File: config.mk
export PLATFORM = sky130hd
export DESIGN_NAME = fetch_unit
export DESIGN_NICKNAME = d
export VERILOG_FILES = /design/src/rtl/fetch_pkg.sv /design/src/rtl/fetch_fifo.sv /design/src/rtl/fetch_unit.sv
export SDC_FILE = /design/constraint.sdc
export NUM_CORES = 1
export LEC_CHECK = 0
export ABC_AREA = 0
export BUFFER_PORTS_ARGS = -buffer_cell sky130_fd_sc_hd__buf_2
export CAP_MARGIN = 20
export CORE_ASPECT_RATIO = 0.8
export CORE_MARGIN = 2
export CORE_UTILIZATION = 35
export CTS_CLUSTER_DIAMETER = 40
export DETAILED_ROUTE_END_ITERATION = 7
export GPL_TIMING_DRIVEN = 1
export HOLD_SLACK_MARGIN = 0.05
export PLACE_DENSITY = 0.6
export SLEW_MARGIN = 5
export SYNTH_ARGS = -nofsm -noshare
export SYNTH_HDL_FRONTEND = slang
export SYNTH_HIERARCHICAL = 1
export SYNTH_SLANG_ARGS = --single-unit
File: constraint.sdc
create_clock -name clk -period 5.4 [get_ports clk]
set_input_delay 0.54 -clock clk [delete_from_list [all_inputs] [get_ports clk]]
set_output_delay 0.54 -clock clk [all_outputs]
set_load 0.01 [all_outputs]
File: src/rtl/fetch_pkg.sv
// Shared types and helpers for the instruction-fetch front end.
package fetch_pkg;

    typedef enum logic [1:0] {
        RUN       = 2'd0,
        HALT_PEND = 2'd1,
        HALTED    = 2'd2
    } fetch_state_e;

    localparam logic [3:0] HALT_OPCODE_DEFAULT = 4'hF;

    // Byte distance between consecutive instructions.
    function automatic int unsigned PC_INC(input int unsigned width);
        return width / 8;
    endfunction

endpackage

File: src/rtl/fetch_fifo.sv
// Small power-of-two FIFO with flush; used both for issued PCs and for the
// instruction queue. The caller never pushes when full unless it also pops.
module fetch_fifo #(
    parameter int W     = 8,
    parameter int DEPTH = 4
) (
    input  logic                     clk,
    input  logic                     rst_n,
    input  logic                     flush_i,
    input  logic                     push_i,
    input  logic [W-1:0]             push_data_i,
    input  logic                     pop_i,
    output logic [W-1:0]             pop_data_o,
    output logic                     empty_o,
    output logic [$clog2(DEPTH):0]   count_o
);

    localparam int AW = $clog2(DEPTH);
    localparam int CW = AW + 1;

    logic [W-1:0]  mem_q [DEPTH];
    logic [AW-1:0] wrPtr_q;
    logic [AW-1:0] rdPtr_q;
    logic [CW-1:0] count_q;

    always_ff @(posedge clk) begin
        if (!rst_n || flush_i) begin
            wrPtr_q <= '0;
            rdPtr_q <= '0;
            count_q <= '0;
        end else begin
            if (push_i) wrPtr_q <= wrPtr_q + 1'b1;
            if (pop_i)  rdPtr_q <= rdPtr_q + 1'b1;
            count_q <= count_q + CW'(push_i) - CW'(pop_i);
        end
    end

    // Storage carries no reset; validity is tracked by the pointers alone.
    always_ff @(posedge clk) begin
        if (push_i) mem_q[wrPtr_q] <= push_data_i;
    end

    assign pop_data_o = mem_q[rdPtr_q];
    assign empty_o    = (count_q == '0);
    assign count_o    = count_q;

endmodule

File: src/rtl/fetch_unit.sv
// Instruction-fetch front end: credit-based requests to a variable-latency
// memory, in-order queue, redirect flush, HALT detection. FETCH_PERF_EN adds counters.
module fetch_unit
    import fetch_pkg::*;
#(
    parameter int                 WIDTH       = 16,
    parameter int                 ADDR_W      = 16,
    parameter int                 DEPTH       = 4,
    parameter logic [ADDR_W-1:0]  RESET_PC    = '0,
    parameter logic [3:0]         HALT_OPCODE = HALT_OPCODE_DEFAULT
) (
    input  logic              clk,
    input  logic              rst_n,
    output logic              imem_req_valid,
    output logic [ADDR_W-1:0] imem_req_addr,
    input  logic              imem_req_ready,
    input  logic              imem_rsp_valid,
    input  logic [WIDTH-1:0]  imem_rsp_data,
    input  logic              redirect_valid,
    input  logic [ADDR_W-1:0] redirect_pc,
    output logic              inst_valid,
    output logic [WIDTH-1:0]  inst_data,
    output logic [ADDR_W-1:0] inst_pc,
    input  logic              inst_ready,
    output logic [ADDR_W-1:0] pc,
    output logic              hlt
`ifdef FETCH_PERF_EN
    ,
    output logic [31:0]       perf_fetched,
    output logic [31:0]       perf_dropped,
    output logic [31:0]       perf_stall
`endif
);

    localparam int                CW  = $clog2(DEPTH) + 1;
    localparam int                DW  = CW + 3;
    localparam int                QW  = WIDTH + ADDR_W;
    localparam logic [ADDR_W-1:0] INC = ADDR_W'(PC_INC(WIDTH));

    fetch_state_e      state_q, state_d;
    logic [ADDR_W-1:0] pc_q, pc_d;
    logic [DW-1:0]     drop_q, drop_d;

    logic [CW-1:0]     qCount, pcCount;
    logic              qEmpty, pcEmpty;
    logic [QW-1:0]     qHead;
    logic [ADDR_W-1:0] pcHead;
    logic [CW:0]       credit;
    logic              redirectAct, reqValid, fire, rspDrop, rspKeep;
    logic              instValid, pop, rspHalt, headHalt, pcFlush;

    // The PC FIFO holds exactly the live (non-dropped) requests, so its count is the in-flight count.
    assign credit      = {1'b0, qCount} + {1'b0, pcCount};
    assign redirectAct = redirect_valid && (state_q != HALTED);
    assign reqValid    = rst_n && (state_q == RUN) && (credit < (CW+1)'(DEPTH));
    assign fire        = reqValid && imem_req_ready;
    assign rspDrop     = imem_rsp_valid && (drop_q != '0);
    assign rspKeep     = imem_rsp_valid && (drop_q == '0) && !pcEmpty && !redirectAct;
    assign instValid   = rst_n && !qEmpty && (state_q != HALTED);
    assign pop         = instValid && inst_ready;
    assign rspHalt     = rspKeep && (state_q == RUN) &&
                         (imem_rsp_data[WIDTH-1 -: 4] == HALT_OPCODE);
    assign headHalt    = (qHead[QW-1 -: 4] == HALT_OPCODE);
    assign pcFlush     = redirectAct || rspHalt;

    fetch_fifo #(.W(ADDR_W), .DEPTH(DEPTH)) u_pcFifo (
        .clk         (clk),
        .rst_n       (rst_n),
        .flush_i     (pcFlush),
        .push_i      (fire),
        .push_data_i (pc_q),
        .pop_i       (rspKeep),
        .pop_data_o  (pcHead),
        .empty_o     (pcEmpty),
        .count_o     (pcCount)
    );

    fetch_fifo #(.W(QW), .DEPTH(DEPTH)) u_instFifo (
        .clk         (clk),
        .rst_n       (rst_n),
        .flush_i     (redirectAct),
        .push_i      (rspKeep),
        .push_data_i ({imem_rsp_data, pcHead}),
        .pop_i       (pop),
        .pop_data_o  (qHead),
        .empty_o     (qEmpty),
        .count_o     (qCount)
    );

    always_comb begin
        state_d = state_q;
        pc_d    = pc_q;
        drop_d  = drop_q;
        if (redirectAct) begin
            pc_d    = redirect_pc;
            drop_d  = drop_q + DW'(pcCount) + DW'(fire) - DW'(imem_rsp_valid);
            state_d = RUN;
        end else begin
            if (fire)    pc_d   = pc_q + INC;
            if (rspDrop) drop_d = drop_q - 1'b1;
            // Everything issued after the HALT is on a dead path; drop it on return.
            if (rspHalt) begin
                state_d = HALT_PEND;
                drop_d  = DW'(pcCount) + DW'(fire) - 1'b1;
            end else if ((state_q == HALT_PEND) && pop && headHalt) begin
                state_d = HALTED;
            end
        end
    end

    always_ff @(posedge clk) begin
        if (!rst_n) begin
            state_q <= RUN;
            pc_q    <= RESET_PC;
            drop_q  <= '0;
        end else begin
            state_q <= state_d;
            pc_q    <= pc_d;
            drop_q  <= drop_d;
        end
    end

    assign imem_req_valid = reqValid;
    assign imem_req_addr  = pc_q;
    assign inst_valid     = instValid;
    assign inst_data      = qHead[QW-1:ADDR_W];
    assign inst_pc        = qHead[ADDR_W-1:0];
    assign pc             = pc_q;
    assign hlt            = (state_q == HALTED);

`ifdef FETCH_PERF_EN
    logic [31:0] fetched_q, dropped_q, stall_q;

    // Saturating event counters.
    always_ff @(posedge clk) begin
        if (!rst_n) begin
            fetched_q <= '0;
            dropped_q <= '0;
            stall_q   <= '0;
        end else begin
            if (rspKeep && (fetched_q != '1))
                fetched_q <= fetched_q + 1'b1;
            if (imem_rsp_valid && !rspKeep && (dropped_q != '1))
                dropped_q <= dropped_q + 1'b1;
            if ((state_q == RUN) && !instValid && (stall_q != '1))
                stall_q <= stall_q + 1'b1;
        end
    end

    assign perf_fetched = fetched_q;
    assign perf_dropped = dropped_q;
    assign perf_stall   = stall_q;
`endif

endmodule

==> metrics.txt, run 1 <==
# TYPE chip_impl_metric gauge
chip_impl_info{name="run_status",value="finished clean"} 1
chip_impl_metric{name="fillers",unit=""} 2501
chip_impl_metric{name="area.growth.synth_to_final",unit="%"} 16.35
chip_impl_metric{name="post_cts_setup_buffers",unit=""} 0
chip_impl_metric{name="syn-cell-area",unit="um2"} 9838
chip_impl_metric{name="setup_viol_count_final",unit=""} 0
chip_impl_info{name="crit-reg2reg-launch",value="u_pcFifo/count_o[2]"} 1
chip_impl_metric{name="grt_first_pass_wirelength",unit="mm"} 29.70
chip_impl_metric{name="clkTransAtPathRegs",unit="ns"} 0.06
chip_impl_metric{name="use_met3",unit=""} 0.02237
chip_impl_metric{name="num_rows",unit=""} 54
chip_impl_metric{name="final_period_minus_worst_setup_slack",unit="ns"} 3.528
chip_impl_metric{name="async_reset_ff_frac",unit=""} 0
chip_impl_metric{name="placedCellCount",unit=""} 1022
chip_impl_metric{name="gr-usage-met1",unit=""} 0.1952
chip_impl_metric{name="synthCells",unit=""} 583
chip_impl_metric{name="cts.path.max_buffers",unit=""} 3
chip_impl_metric{name="die_y",unit="um"} 154.0
chip_impl_metric{name="first_global_vias",unit=""} 5322
chip_impl_info{name="cts_root_buffer",value="sky130_fd_sc_hd__clkbuf_16"} 1
chip_impl_info{name="mostFrequentLayoutCells",value="sky130_fd_sc_hd__edfxtp_1 (192), sky130_fd_sc_hd__buf_2 (104), sky130_fd_sc_hd__inv_1 (41), sky130_fd_sc_hd__dfxtp_1 (41), sky130_fd_sc_hd__mux4_2 (40)"} 1
chip_impl_info{name="rsz_0062_raised_after_global_routing",value="no"} 1
chip_impl_info{name="crit_type",value="reg2reg"} 1
chip_impl_metric{name="timing.max_slew.rel_slack",unit=""} 0.3178
chip_impl_metric{name="portion_of_the_post_synthesis_area_used_by_sequential_elements",unit=""} 0.6715
chip_impl_info{name="setup.worst_path.end_class",value="register"} 1
chip_impl_metric{name="static-leakage-power",unit="uW"} 0.003981
chip_impl_metric{name="postSynthAreaPerCell",unit="um2"} 16.88
chip_impl_metric{name="power.density_cell_area",unit="nW/um2"} 355.3
chip_impl_metric{name="synth_enable_flop_cells",unit=""} 192
chip_impl_info{name="cp-endpoint",value="drop_q[4]"} 1
chip_impl_metric{name="antenna_violating_nets_post_route",unit=""} 0
chip_impl_metric{name="grt_antenna_before_repair",unit=""} 0
chip_impl_metric{name="die_outline_area",unit="um2"} 29470
chip_impl_metric{name="max_freq",unit="MHz"} 283.5
chip_impl_metric{name="synth.net_count",unit=""} 654
chip_impl_metric{name="tritoncts_num_sinks",unit=""} 234
chip_impl_metric{name="place_congestion",unit=""} 0.8094
chip_impl_metric{name="numCtsBuffers",unit=""} 26
chip_impl_metric{name="floorplan.die.width",unit="um"} 191.4
chip_impl_metric{name="routed-via-count",unit=""} 5160
chip_impl_metric{name="groute.usage.overall",unit=""} 0.1291
chip_impl_metric{name="critPathRequiredTime",unit="ns"} 5.78
chip_impl_metric{name="worst_clock_skew",unit="ns"} 0.01282
chip_impl_metric{name="hold_viol_final",unit=""} 0
chip_impl_metric{name="hold_ws",unit="ns"} 0.2372
chip_impl_metric{name="reg2reg_setup_slack",unit="ns"} 1.87
chip_impl_metric{name="detailedPlacementHpwl",unit="mm"} 12.16
chip_impl_metric{name="numPortBuffers",unit=""} 104
chip_impl_metric{name="layoutNonFillerInstCount",unit=""} 1068
chip_impl_metric{name="min_period_over_period",unit=""} 0.6533
chip_impl_metric{name="max_cap_viol",unit=""} 0
chip_impl_info{name="worst_setup_path_startpoint",value="u_pcFifo/count_o[2]"} 1
chip_impl_metric{name="ff2ff_path_depth",unit=""} 12
chip_impl_metric{name="avgViaCountPerCell",unit=""} 4.831
chip_impl_metric{name="inserted_diodes",unit=""} 0
chip_impl_metric{name="fin_nets",unit=""} 757
chip_impl_metric{name="boundaryPins",unit=""} 105
chip_impl_metric{name="post-route-drc-count",unit=""} 0
chip_impl_metric{name="power.ir.vdd_worst",unit="mV"} 0.2157
chip_impl_metric{name="utilization",unit=""} 0.4173
chip_impl_metric{name="synthesis.yosys.warnings",unit=""} 6
chip_impl_metric{name="h-tree-depth",unit=""} 1
chip_impl_metric{name="total_negative_setup_slack",unit="ns"} 0
chip_impl_info{name="layout_commonest_cell",value="sky130_fd_sc_hd__edfxtp_1"} 1
chip_impl_metric{name="core_area",unit="um2"} 27430
chip_impl_metric{name="insertion_delay",unit="ns"} 0.52
chip_impl_metric{name="routed_wirelength",unit="mm"} 18.92
chip_impl_metric{name="largest_net_degree_at_the_start_of_global_routing",unit=""} 38
chip_impl_metric{name="ctsResizeCount",unit=""} 0
chip_impl_info{name="crit-reg2reg-capture",value="drop_q[4]"} 1
chip_impl_metric{name="critical_path_peak_fanout",unit=""} 18
chip_impl_metric{name="pre_antenna_drt_iters",unit=""} 5
chip_impl_metric{name="worst_slew_pin_slew",unit="ns"} 1.014
chip_impl_metric{name="overall_power",unit="uW"} 4067
chip_impl_info{name="dominantRegCellSynth",value="sky130_fd_sc_hd__edfxtp_1"} 1
chip_impl_metric{name="register_bit_count_reported_by_yosys",unit=""} 234
chip_impl_info{name="tritoncts_clock_tree",value="built"} 1
chip_impl_metric{name="grt_util_met2",unit=""} 0.1946
chip_impl_info{name="top_usage_layer",value="met1"} 1
chip_impl_metric{name="grt_overflow",unit=""} 0
chip_impl_metric{name="cp.arrival",unit="ns"} 3.91
chip_impl_metric{name="post_synth_num_cell_types",unit=""} 55
chip_impl_metric{name="detailedRoute.firstIterationViolations",unit=""} 257
chip_impl_metric{name="cts-hold-fix-buffers",unit=""} 0
chip_impl_info{name="start_kind",value="register"} 1
chip_impl_info{name="worstHoldPathType",value="in2reg"} 1
chip_impl_metric{name="start_util",unit=""} 0.3586
chip_impl_metric{name="final_routed_wire_length_divided_by_cell_count",unit="um"} 17.72
chip_impl_metric{name="finalMaxSlewViolations",unit=""} 0
chip_impl_metric{name="final_layout_size_suffix_gt1_frac",unit=""} 0.2869
critical path, stage by stage (launching register included):
cell                       delay [ns]
sky130_fd_sc_hd__dfxtp_1         0.39
sky130_fd_sc_hd__ha_1            0.26
sky130_fd_sc_hd__or4b_4          0.52
sky130_fd_sc_hd__nor4b_4         0.22
sky130_fd_sc_hd__buf_4           0.26
sky130_fd_sc_hd__inv_1           0.12
sky130_fd_sc_hd__fa_1            0.45
sky130_fd_sc_hd__fa_1            0.42
sky130_fd_sc_hd__nor2b_1         0.12
sky130_fd_sc_hd__o21ai_0         0.09
sky130_fd_sc_hd__and4_1          0.21
sky130_fd_sc_hd__a311oi_1        0.23
sky130_fd_sc_hd__a221oi_1        0.10
through the flow:
| stage | setup WS [ns] | area [um2] |
|---|---|---|
| 5_1_grt | 1.538 | 11450 |
| 4_1_cts | 1.823 | 11450 |
| 6_report | 1.872 | 11450 |
| 3_3_place_gp | 1.603 | 10590 |
| 2_1_floorplan | 1.957 | 9838 |
| 3_5_place_dp | 1.536 | 10590 |
worst min-delay path by stage:
stage / cells after the start / slack, ns / from / to
final: 1 / 0.24 / imem_rsp_data[4] / u_instFifo/mem_q[2][20]
after global routing: 1 / 0.22 / imem_rsp_data[3] / u_instFifo/mem_q[0][19]
after CTS: 1 / 0.21 / imem_rsp_data[0] / u_instFifo/mem_q[2][16]
after detailed placement: 2 / 0.49 / drop_q[1] / drop_q[1]
after global placement: 2 / 0.48 / drop_q[1] / drop_q[1]
after floorplan: 2 / 0.46 / drop_q[1] / drop_q[1]
synthesized netlist by cell type (8+ instances only):
cell type | number | share of area
sky130_fd_sc_hd__inv_1 | 41 | 0.016
sky130_fd_sc_hd__mux4_1 | 8 | 0.021
sky130_fd_sc_hd__xnor2_1 | 11 | 0.0098
sky130_fd_sc_hd__xor2_1 | 8 | 0.0071
sky130_fd_sc_hd__nor2_1 | 20 | 0.0076
sky130_fd_sc_hd__a21oi_1 | 15 | 0.0076
sky130_fd_sc_hd__dfxtp_1 | 42 | 0.085
sky130_fd_sc_hd__mux4_2 | 40 | 0.092
sky130_fd_sc_hd__nand4_1 | 10 | 0.0064
sky130_fd_sc_hd__and2_1 | 9 | 0.0057
sky130_fd_sc_hd__clkbuf_1 | 8 | 0.0031
sky130_fd_sc_hd__buf_4 | 16 | 0.012
sky130_fd_sc_hd__o21ai_0 | 21 | 0.011
sky130_fd_sc_hd__edfxtp_1 | 192 | 0.59
sky130_fd_sc_hd__ha_1 | 29 | 0.037
sky130_fd_sc_hd__nand2_1 | 16 | 0.0061
report_power, final:
group / switching [uW] / internal [uW]
sequential: 44.7 / 1990
combinational: 166 / 138
clock: 688 / 1040
total: 898 / 3170
logic make-up (layout without fill, tap and decap cells):
family / count (synthesis) / in the layout / synth area share
AND/OR/NAND/NOR: 102 / 102 / 0.05990
multiplexers: 51 / 51 / 0.1160
buffers and inverters: 79 / 200 / 0.04528
XOR/XNOR: 21 / 21 / 0.02175
adder cells (fa/ha/maj): 33 / 33 / 0.04502
flip-flops: 234 / 234 / 0.6715
AO/OA/AOI/OAI: 63 / 63 / 0.04057
layout make-up:
cell class | instances | area, um2 | area share
inverters | 41 | 153.9 | 0.01344
clock inverters | 16 | 180.2 | 0.01574
flip-flops and latches | 234 | 6608 | 0.5772
clock buffers | 30 | 675.6 | 0.05902
repair buffers | 113 | 588.1 | 0.05137
multi-input cells | 270 | 2786 | 0.2434
well taps | 364 | 455.4 | 0.03979
routing by layer:
metal,share of wire,vias up
met3,0.056,26
met4,0.019,0
met2,0.42,158
li1,-,2456
met5,0,-
met1,0.51,2520
state kept, by name (all words and copies together), names as in the netlist, named ones only:
register and flops:
u_instFifo/count_o 3, u_instFifo/wrPtr_q 2, u_pcFifo/rdPtr_q 2, u_pcFifo/count_o 3, state_q 2, u_pcFifo/wrPtr_q 2
drop_q 6, imem_req_addr 16, u_instFifo/mem_q 128, u_instFifo/rdPtr_q 2, u_pcFifo/mem_q 64
Power figures use the tool's default switching activity.
==> inputs of run 2 (changes only) <==
- clock period: 5.4 -> 3.42 ns (I/O delays scaled with it)
==> run 2 against run 1 <==
Effect of this change: register-to-register slack worse by 1.7 ns; sequential share of layout area fell by 1.9 points; die area stayed put.
==> metrics.txt, run 2 (synthesis gave the netlist of run 1 again) <==
# TYPE chip_impl_metric gauge
chip_impl_info{name="layout_commonest_cell",value="sky130_fd_sc_hd__edfxtp_1"} 1
chip_impl_metric{name="grt_antenna_before_repair",unit=""} 0
chip_impl_metric{name="largest_register_ff_count",unit=""} 128
chip_impl_metric{name="detailedPlacementHpwl",unit="mm"} 12.32
chip_impl_metric{name="min_period_over_period",unit=""} 0.9409
chip_impl_metric{name="largest_net_degree_at_the_start_of_global_routing",unit=""} 37
chip_impl_metric{name="insertion_delay",unit="ns"} 0.53
chip_impl_metric{name="avgViaCountPerCell",unit=""} 4.831
chip_impl_info{name="crit-reg2reg-launch",value="u_instFifo/count_o[2]"} 1
chip_impl_info{name="mostFrequentLayoutCells",value="sky130_fd_sc_hd__edfxtp_1 (192), sky130_fd_sc_hd__buf_2 (104), sky130_fd_sc_hd__dfxtp_1 (41), sky130_fd_sc_hd__inv_1 (40), sky130_fd_sc_hd__mux4_2 (40)"} 1
chip_impl_info{name="worstHoldPathType",value="in2reg"} 1
chip_impl_metric{name="core_area",unit="um2"} 27430
chip_impl_metric{name="worst_slew_pin_slew",unit="ns"} 0.8721
chip_impl_metric{name="max_cap_viol",unit=""} 0
chip_impl_metric{name="pre_cts_ws",unit="ns"} 0.1200
chip_impl_metric{name="die_outline_area",unit="um2"} 29470
chip_impl_metric{name="timing.max_slew.rel_slack",unit=""} 0.4178
chip_impl_metric{name="post-route-drc-count",unit=""} 0
chip_impl_metric{name="critPathRequiredTime",unit="ns"} 3.81
chip_impl_metric{name="final_routed_wire_length_divided_by_cell_count",unit="um"} 17.55
chip_impl_info{name="crit_type",value="reg2reg"} 1
chip_impl_metric{name="fin_nets",unit=""} 785
chip_impl_info{name="worstHoldStart",value="redirect_valid"} 1
chip_impl_metric{name="cts.path.max_buffers",unit=""} 3
chip_impl_metric{name="worst_clock_skew",unit="ns"} 0.01217
chip_impl_metric{name="power.ir.vdd_worst",unit="mV"} 0.4102
chip_impl_metric{name="detailedRoute.firstIterationViolations",unit=""} 397
chip_impl_metric{name="hold_viol_final",unit=""} 0
chip_impl_metric{name="routed_wirelength",unit="mm"} 19.32
chip_impl_metric{name="pre_antenna_drt_iters",unit=""} 4
chip_impl_info{name="setup.worst_path.end_class",value="register"} 1
chip_impl_metric{name="final_period_minus_worst_setup_slack",unit="ns"} 3.218
chip_impl_metric{name="grt_overflow",unit=""} 0
chip_impl_metric{name="numPortBuffers",unit=""} 104
chip_impl_metric{name="first_global_vias",unit=""} 5467
chip_impl_metric{name="start_util",unit=""} 0.3586
chip_impl_metric{name="total_negative_setup_slack",unit="ns"} 0
chip_impl_metric{name="antenna_violating_nets_post_route",unit=""} 0
chip_impl_metric{name="power.density_cell_area",unit="nW/um2"} 580.8
chip_impl_info{name="worst_setup_path_startpoint",value="u_instFifo/count_o[2]"} 1
chip_impl_metric{name="setup_viol_count_final",unit=""} 0
chip_impl_metric{name="max_freq",unit="MHz"} 310.8
chip_impl_metric{name="static-leakage-power",unit="uW"} 0.004174
chip_impl_metric{name="inserted_diodes",unit=""} 0
chip_impl_metric{name="h-tree-depth",unit=""} 1
chip_impl_info{name="start_kind",value="register"} 1
chip_impl_info{name="rsz_0062_raised_after_global_routing",value="no"} 1
chip_impl_metric{name="groute.usage.overall",unit=""} 0.1312
chip_impl_info{name="cts_root_buffer",value="sky130_fd_sc_hd__clkbuf_16"} 1
chip_impl_metric{name="place_congestion",unit=""} 0.7767
chip_impl_info{name="most_flop_heavy_register",value="u_instFifo/mem_q"} 1
chip_impl_metric{name="grt_first_pass_wirelength",unit="mm"} 30.20
chip_impl_metric{name="final_layout_size_suffix_gt1_frac",unit=""} 0.2999
chip_impl_info{name="tritoncts_clock_tree",value="built"} 1
chip_impl_metric{name="floorplan.die.width",unit="um"} 191.4
chip_impl_metric{name="cp.arrival",unit="ns"} 3.61
chip_impl_metric{name="final.setup.worst_slack",unit="ns"} 0.2020
chip_impl_metric{name="numCtsBuffers",unit=""} 29
chip_impl_info{name="run_status",value="finished clean"} 1
chip_impl_metric{name="routed-via-count",unit=""} 5319
chip_impl_metric{name="critical_path_peak_fanout",unit=""} 3
chip_impl_metric{name="clkTransAtPathRegs",unit="ns"} 0.06
chip_impl_metric{name="area.growth.synth_to_final",unit="%"} 20.36
chip_impl_metric{name="num_rows",unit=""} 54
chip_impl_metric{name="finalMaxSlewViolations",unit=""} 0
chip_impl_metric{name="die_y",unit="um"} 154.0
chip_impl_metric{name="tritoncts_num_sinks",unit=""} 234
chip_impl_metric{name="boundaryPins",unit=""} 105
==> run 2: cell types whose count changed in the layout (fill, tap and decap cells not counted), moves of 2 or more <==
cell and change:
sky130_fd_sc_hd__buf_4 +8, sky130_fd_sc_hd__bufinv_16 +2, sky130_fd_sc_hd__clkbuf_16 +3, sky130_fd_sc_hd__dlygate4sd3_1 +17
sky130_fd_sc_hd__inv_6 +4
==> run 2: through the flow <==
| step | util | total power, uW | instance area [um2] | instances | hold WS [ns] |
|---|---|---|---|---|---|
| floorplan | - | 3597 | 9841 | 583 | 0.4205 |
| global route | 0.4317 | 7139 | 11840 | 1101 | 0.08896 |
| CTS | 0.4316 | 6953 | 11840 | 1101 | 0.06642 |
| detailed placement | 0.3883 | 3750 | 10650 | 1030 | 0.4881 |
| global placement | 0.3883 | 3747 | 10650 | 1030 | 0.4741 |
| finish | 0.4317 | 6878 | 11840 | 1101 | 0.09694 |
==> run 2: power breakdown <==
part | switching [uW] | internal (uW) | total [uW]
Combinational | 269 | 233 | 503
Clock | 1200 | 1970 | 3170
Sequential | 68.3 | 3140 | 3210
Total | 1530 | 5340 | 6880
==> run 2: critical path: stages (launching register included) <==
cell	delay, ns
sky130_fd_sc_hd__dfxtp_1	0.33
sky130_fd_sc_hd__ha_1	0.29
sky130_fd_sc_hd__or4b_4	0.51
sky130_fd_sc_hd__nor4b_4	0.26
sky130_fd_sc_hd__inv_2	0.09
sky130_fd_sc_hd__fa_1	0.44
sky130_fd_sc_hd__fa_2	0.38
sky130_fd_sc_hd__nor2b_1	0.11
sky130_fd_sc_hd__o21ai_0	0.10
sky130_fd_sc_hd__and4_1	0.21
sky130_fd_sc_hd__a311oi_1	0.25
sky130_fd_sc_hd__a221oi_1	0.10
==> run 2: final cells by class <==
| cell class | count | area (um2) |
|---|---|---|
| Clock buffer | 32 | 747.0 |
| Clock inverter | 22 | 270.3 |
| Fill cell | 2476 | 15590 |
| Inverter | 41 | 153.9 |
| Multi-Input combinational cell | 270 | 2789 |
| Sequential cell | 234 | 6608 |
| Tap cell | 364 | 455.4 |
| Timing Repair Buffer | 138 | 818.3 |
==> run 2: repair_timing <==
item | in CTS | in global routing
hold buffers | 17 | 0
hold endpoints to repair | 65 | 0
setup buffers | 0 | 0
setup endpoints to repair | 0 | 1
resized for setup | 0 | 2
==> run 2: path summary, 6_finish.rpt <==
path	to	cells after the start	slack (ns)
setup / recovery	drop_q[4]	11	0.20
hold / removal	state_q[0]	2	0.1
setup reg to reg	drop_q[4]	11	0.20
hold reg to reg	drop_q[1]	2	0.50
==> run 2: layer usage <==
metal / share of wire / GRT usage
met1: 0.51 / 0.2012
met2: 0.43 / 0.1948
met3: 0.056 / 0.02556
met4: 0.011 / 0.02308
met5: 0 / 0
==> inputs of run 3 (changes only) <==
- SYNTH_HIERARCHICAL: 1 -> not set
==> run 3 against run 2 <==
Effect of this change: first-iteration DRC count decreased by 3.3%; global-route usage rose by 1.6 points; power up 5.9%; final area grew 0.25%; sequential cell count did not move; clock-buffer cell count up 7; critical path type unchanged; largest power group is now clock.
==> metrics.txt, run 3 <==
# TYPE chip_impl_metric gauge
chip_impl_metric{name="min_period_over_period",unit=""} 0.9318
chip_impl_metric{name="synthesis.yosys.warnings",unit=""} 0
chip_impl_info{name="rsz_0062_raised_after_global_routing",value="no"} 1
chip_impl_info{name="crit_type",value="reg2reg"} 1
chip_impl_metric{name="routed_wirelength",unit="mm"} 21.17
chip_impl_metric{name="power.share.sequential",unit=""} 0.443
chip_impl_metric{name="num_rows",unit=""} 54
chip_impl_metric{name="postSynthAreaPerCell",unit="um2"} 16.69
chip_impl_info{name="start_kind",value="register"} 1
chip_impl_metric{name="power.ir.vdd_worst",unit="mV"} 0.3518
chip_impl_metric{name="timing.max_slew.rel_slack",unit=""} 0.4669
chip_impl_metric{name="critical_path_peak_fanout",unit=""} 5
chip_impl_metric{name="share_clk_of_total_power",unit=""} 0.469
chip_impl_info{name="synth_top_cells_by_area",value="sky130_fd_sc_hd__edfxtp_1 (60%), sky130_fd_sc_hd__mux4_2 (11%), sky130_fd_sc_hd__dfxtp_1 (8.7%)"} 1
chip_impl_info{name="layout_commonest_cell",value="sky130_fd_sc_hd__edfxtp_1"} 1
chip_impl_metric{name="gr-usage-met1",unit=""} 0.2137
chip_impl_metric{name="die_y",unit="um"} 152.8
chip_impl_metric{name="h-tree-depth",unit=""} 2
chip_impl_info{name="setup.worst_path.end_class",value="register"} 1
chip_impl_metric{name="cp.arrival",unit="ns"} 3.53
chip_impl_info{name="most_flop_heavy_register",value="u_instFifo.mem_q"} 1
chip_impl_metric{name="max_freq",unit="MHz"} 313.8
chip_impl_metric{name="synth_enable_flop_cells",unit=""} 192
chip_impl_metric{name="grt_overflow",unit=""} 0
chip_impl_metric{name="internal-power",unit="uW"} 5579
chip_impl_metric{name="numPortBuffers",unit=""} 104
chip_impl_info{name="tritoncts_clock_tree",value="built"} 1
chip_impl_info{name="run_status",value="finished clean"} 1
chip_impl_metric{name="detailedRoute.firstIterationViolations",unit=""} 384
chip_impl_metric{name="async_reset_ff_frac",unit=""} 0
chip_impl_metric{name="first_global_vias",unit=""} 5472
chip_impl_metric{name="largest_net_degree_at_the_start_of_global_routing",unit=""} 27
chip_impl_metric{name="routed-via-count",unit=""} 5417
chip_impl_metric{name="groute.usage.overall",unit=""} 0.1474
chip_impl_metric{name="area.growth.synth_to_final",unit="%"} 22.62
chip_impl_metric{name="synthCells",unit=""} 580
chip_impl_metric{name="worst_clock_skew",unit="ns"} 0.02754
chip_impl_metric{name="largest_register_ff_count",unit=""} 128
chip_impl_metric{name="net_switching_power_of_the_design",unit="uW"} 1704
chip_impl_info{name="cts_root_buffer",value="sky130_fd_sc_hd__clkbuf_16"} 1
chip_impl_metric{name="fillers",unit=""} 2425
chip_impl_metric{name="overall_power",unit="uW"} 7283
chip_impl_metric{name="clkTransAtPathRegs",unit="ns"} 0.06
chip_impl_metric{name="register_bit_count_reported_by_yosys",unit=""} 234
chip_impl_metric{name="tritoncts_num_sinks",unit=""} 234
chip_impl_metric{name="critPathRequiredTime",unit="ns"} 3.77
chip_impl_metric{name="utilization",unit=""} 0.4360
chip_impl_info{name="top_usage_layer",value="met2"} 1
chip_impl_metric{name="placedInstanceArea",unit="um2"} 10630
chip_impl_metric{name="portion_of_the_post_synthesis_area_used_by_sequential_elements",unit=""} 0.6823
chip_impl_metric{name="insertion_delay",unit="ns"} 0.51
chip_impl_metric{name="grt_antenna_before_repair",unit=""} 0
chip_impl_metric{name="syn-cell-area",unit="um2"} 9682
chip_impl_metric{name="final_routed_wire_length_divided_by_cell_count",unit="um"} 19.28
chip_impl_metric{name="share_comb_of_total_power",unit=""} 0.088
chip_impl_metric{name="start_util",unit=""} 0.3556
chip_impl_metric{name="worst_slew_pin_slew",unit="ns"} 0.7985
chip_impl_info{name="dominantRegCellSynth",value="sky130_fd_sc_hd__edfxtp_1"} 1
chip_impl_metric{name="grt_util_met2",unit=""} 0.2266
chip_impl_metric{name="cts.path.max_buffers",unit=""} 3
chip_impl_info{name="mostFrequentLayoutCells",value="sky130_fd_sc_hd__edfxtp_1 (192), sky130_fd_sc_hd__buf_2 (104), sky130_fd_sc_hd__mux4_2 (48), sky130_fd_sc_hd__dfxtp_1 (40), sky130_fd_sc_hd__clkbuf_16 (35)"} 1
chip_impl_metric{name="place_congestion",unit=""} 0.8418
chip_impl_metric{name="use_met3",unit=""} 0.02994
chip_impl_metric{name="fin_nets",unit=""} 778
chip_impl_metric{name="grt_first_pass_wirelength",unit="mm"} 32.66
chip_impl_metric{name="die_outline_area",unit="um2"} 29020
chip_impl_metric{name="hold_viol_final",unit=""} 0
chip_impl_metric{name="post-route-drc-count",unit=""} 0
chip_impl_info{name="crit-reg2reg-launch",value="u_pcFifo.count_o[1]"} 1
chip_impl_metric{name="static-leakage-power",unit="uW"} 0.004181
chip_impl_metric{name="floorplan.die.width",unit="um"} 190.0
chip_impl_info{name="synth_largest_area_cell",value="sky130_fd_sc_hd__edfxtp_1"} 1
chip_impl_metric{name="total_negative_setup_slack",unit="ns"} 0
chip_impl_metric{name="numCtsBuffers",unit=""} 34
chip_impl_metric{name="synth.net_count",unit=""} 651
chip_impl_metric{name="pre_antenna_drt_iters",unit=""} 5
chip_impl_metric{name="share_of_the_synthesized_area_in_the_top_cell_type",unit=""} 0.5955
chip_impl_metric{name="finalMaxSlewViolations",unit=""} 0
chip_impl_metric{name="detailedPlacementHpwl",unit="mm"} 13.81
chip_impl_info{name="worstHoldStart",value="imem_rsp_data[4]"} 1
chip_impl_metric{name="sw_frac_of_total",unit=""} 0.2339
chip_impl_metric{name="antenna_violating_nets_post_route",unit=""} 0
chip_impl_metric{name="setup_viol_count_final",unit=""} 0
chip_impl_info{name="post_synth_top_cells",value="sky130_fd_sc_hd__edfxtp_1 (192), sky130_fd_sc_hd__mux4_2 (48), sky130_fd_sc_hd__dfxtp_1 (42)"} 1
chip_impl_info{name="worst_setup_path_startpoint",value="u_pcFifo.count_o[1]"} 1
chip_impl_metric{name="core_area",unit="um2"} 27230
chip_impl_metric{name="final_layout_size_suffix_gt1_frac",unit=""} 0.3165
chip_impl_metric{name="boundaryPins",unit=""} 105
chip_impl_metric{name="power.density_cell_area",unit="nW/um2"} 613.5
chip_impl_metric{name="avgViaCountPerCell",unit=""} 4.934
chip_impl_metric{name="final_period_minus_worst_setup_slack",unit="ns"} 3.187
chip_impl_metric{name="max_cap_viol",unit=""} 0
chip_impl_info{name="worstHoldPathType",value="in2reg"} 1
chip_impl_metric{name="post_synth_num_cell_types",unit=""} 50
chip_impl_metric{name="final_area",unit="um2"} 11870
chip_impl_info{name="synth_most_common_cell",value="sky130_fd_sc_hd__edfxtp_1"} 1
==> run 3: final timing paths <==
kind | slack (ns) | cells after the start | endpoint
worst min-delay path | 0.07 | 1 | u_instFifo.mem_q[1][20]
worst max register to register | 0.23 | 11 | drop_q[4]
worst min register to register | 0.50 | 2 | state_q[0]
worst max-delay path | 0.23 | 11 | drop_q[4]
==> run 3: power by group through the flow <==
stage	registers (uW)	logic (uW)	clock network, uW
6_report	3230	643	3420
5_1_grt	3230	712	3630
4_1_cts	3220	628	3500
3_5_place_dp	3280	612	0
3_3_place_gp	3280	609	0
2_1_floorplan	3260	462	0
==> run 3: per-stage QoR <==
stage | hold slack [ns] | instances | setup WS [ns]
after floorplan | 0.4409 | 580 | 0.2732
after global placement | 0.4782 | 1026 | 0.2185
after detailed placement | 0.4904 | 1026 | 0.1536
after CTS | 0.05045 | 1097 | 0.07981
after global routing | 0.05513 | 1097 | 0.03570
final | 0.07458 | 1098 | 0.2333
==> run 3: final cells by class <==
type	instances	area [um2]	share of cell area
antenna	1	2.502	0.0002108
tap	364	455.4	0.03836
clock buffer	39	890.9	0.07504
clock inverter	23	241.5	0.02034
sequential	234	6609	0.5567
inverter	32	120.1	0.01012
multi-input combinational	277	2766	0.2330
timing repair buffer	128	785.8	0.06619
==> run 3: timing repair <==
item | CTS | global route
setup endpoints to repair | 0 | 1
setup buffers | 0 | 0
endpoints found under the hold margin | 34 | 0
hold buffers | 9 | 0
resized for setup | 0 | 2
==> run 3: critical path: stages (launching register included) <==
cell and delay (ns):
sky130_fd_sc_hd__dfxtp_1 0.36, sky130_fd_sc_hd__ha_1 0.24, sky130_fd_sc_hd__nor4b_4 0.32, sky130_fd_sc_hd__nand4_2 0.14, sky130_fd_sc_hd__ha_1 0.31, sky130_fd_sc_hd__fa_1 0.42, sky130_fd_sc_hd__fa_1 0.40, sky130_fd_sc_hd__nand2b_1 0.17
sky130_fd_sc_hd__a21oi_1 0.16, sky130_fd_sc_hd__xnor2_1 0.11, sky130_fd_sc_hd__a221oi_2 0.29, sky130_fd_sc_hd__a211oi_1 0.10
==> run 3: cell families after synthesis <==
family / count (synthesis) / synth area share
fa+ha+maj: 33 / 0.04575
mux: 49 / 0.1127
xor+xnor: 25 / 0.02262
simple gates: 109 / 0.06126
flops: 234 / 0.6823
compound gates: 61 / 0.04136
buf+inv: 69 / 0.03399
==> run 3: layer usage <==
layer | vias up | routed length (um)
li1 | 2511 | -
met1 | 2744 | 10320
met2 | 136 | 9517
met3 | 26 | 1001
met4 | 0 | 331
met5 | - | 0
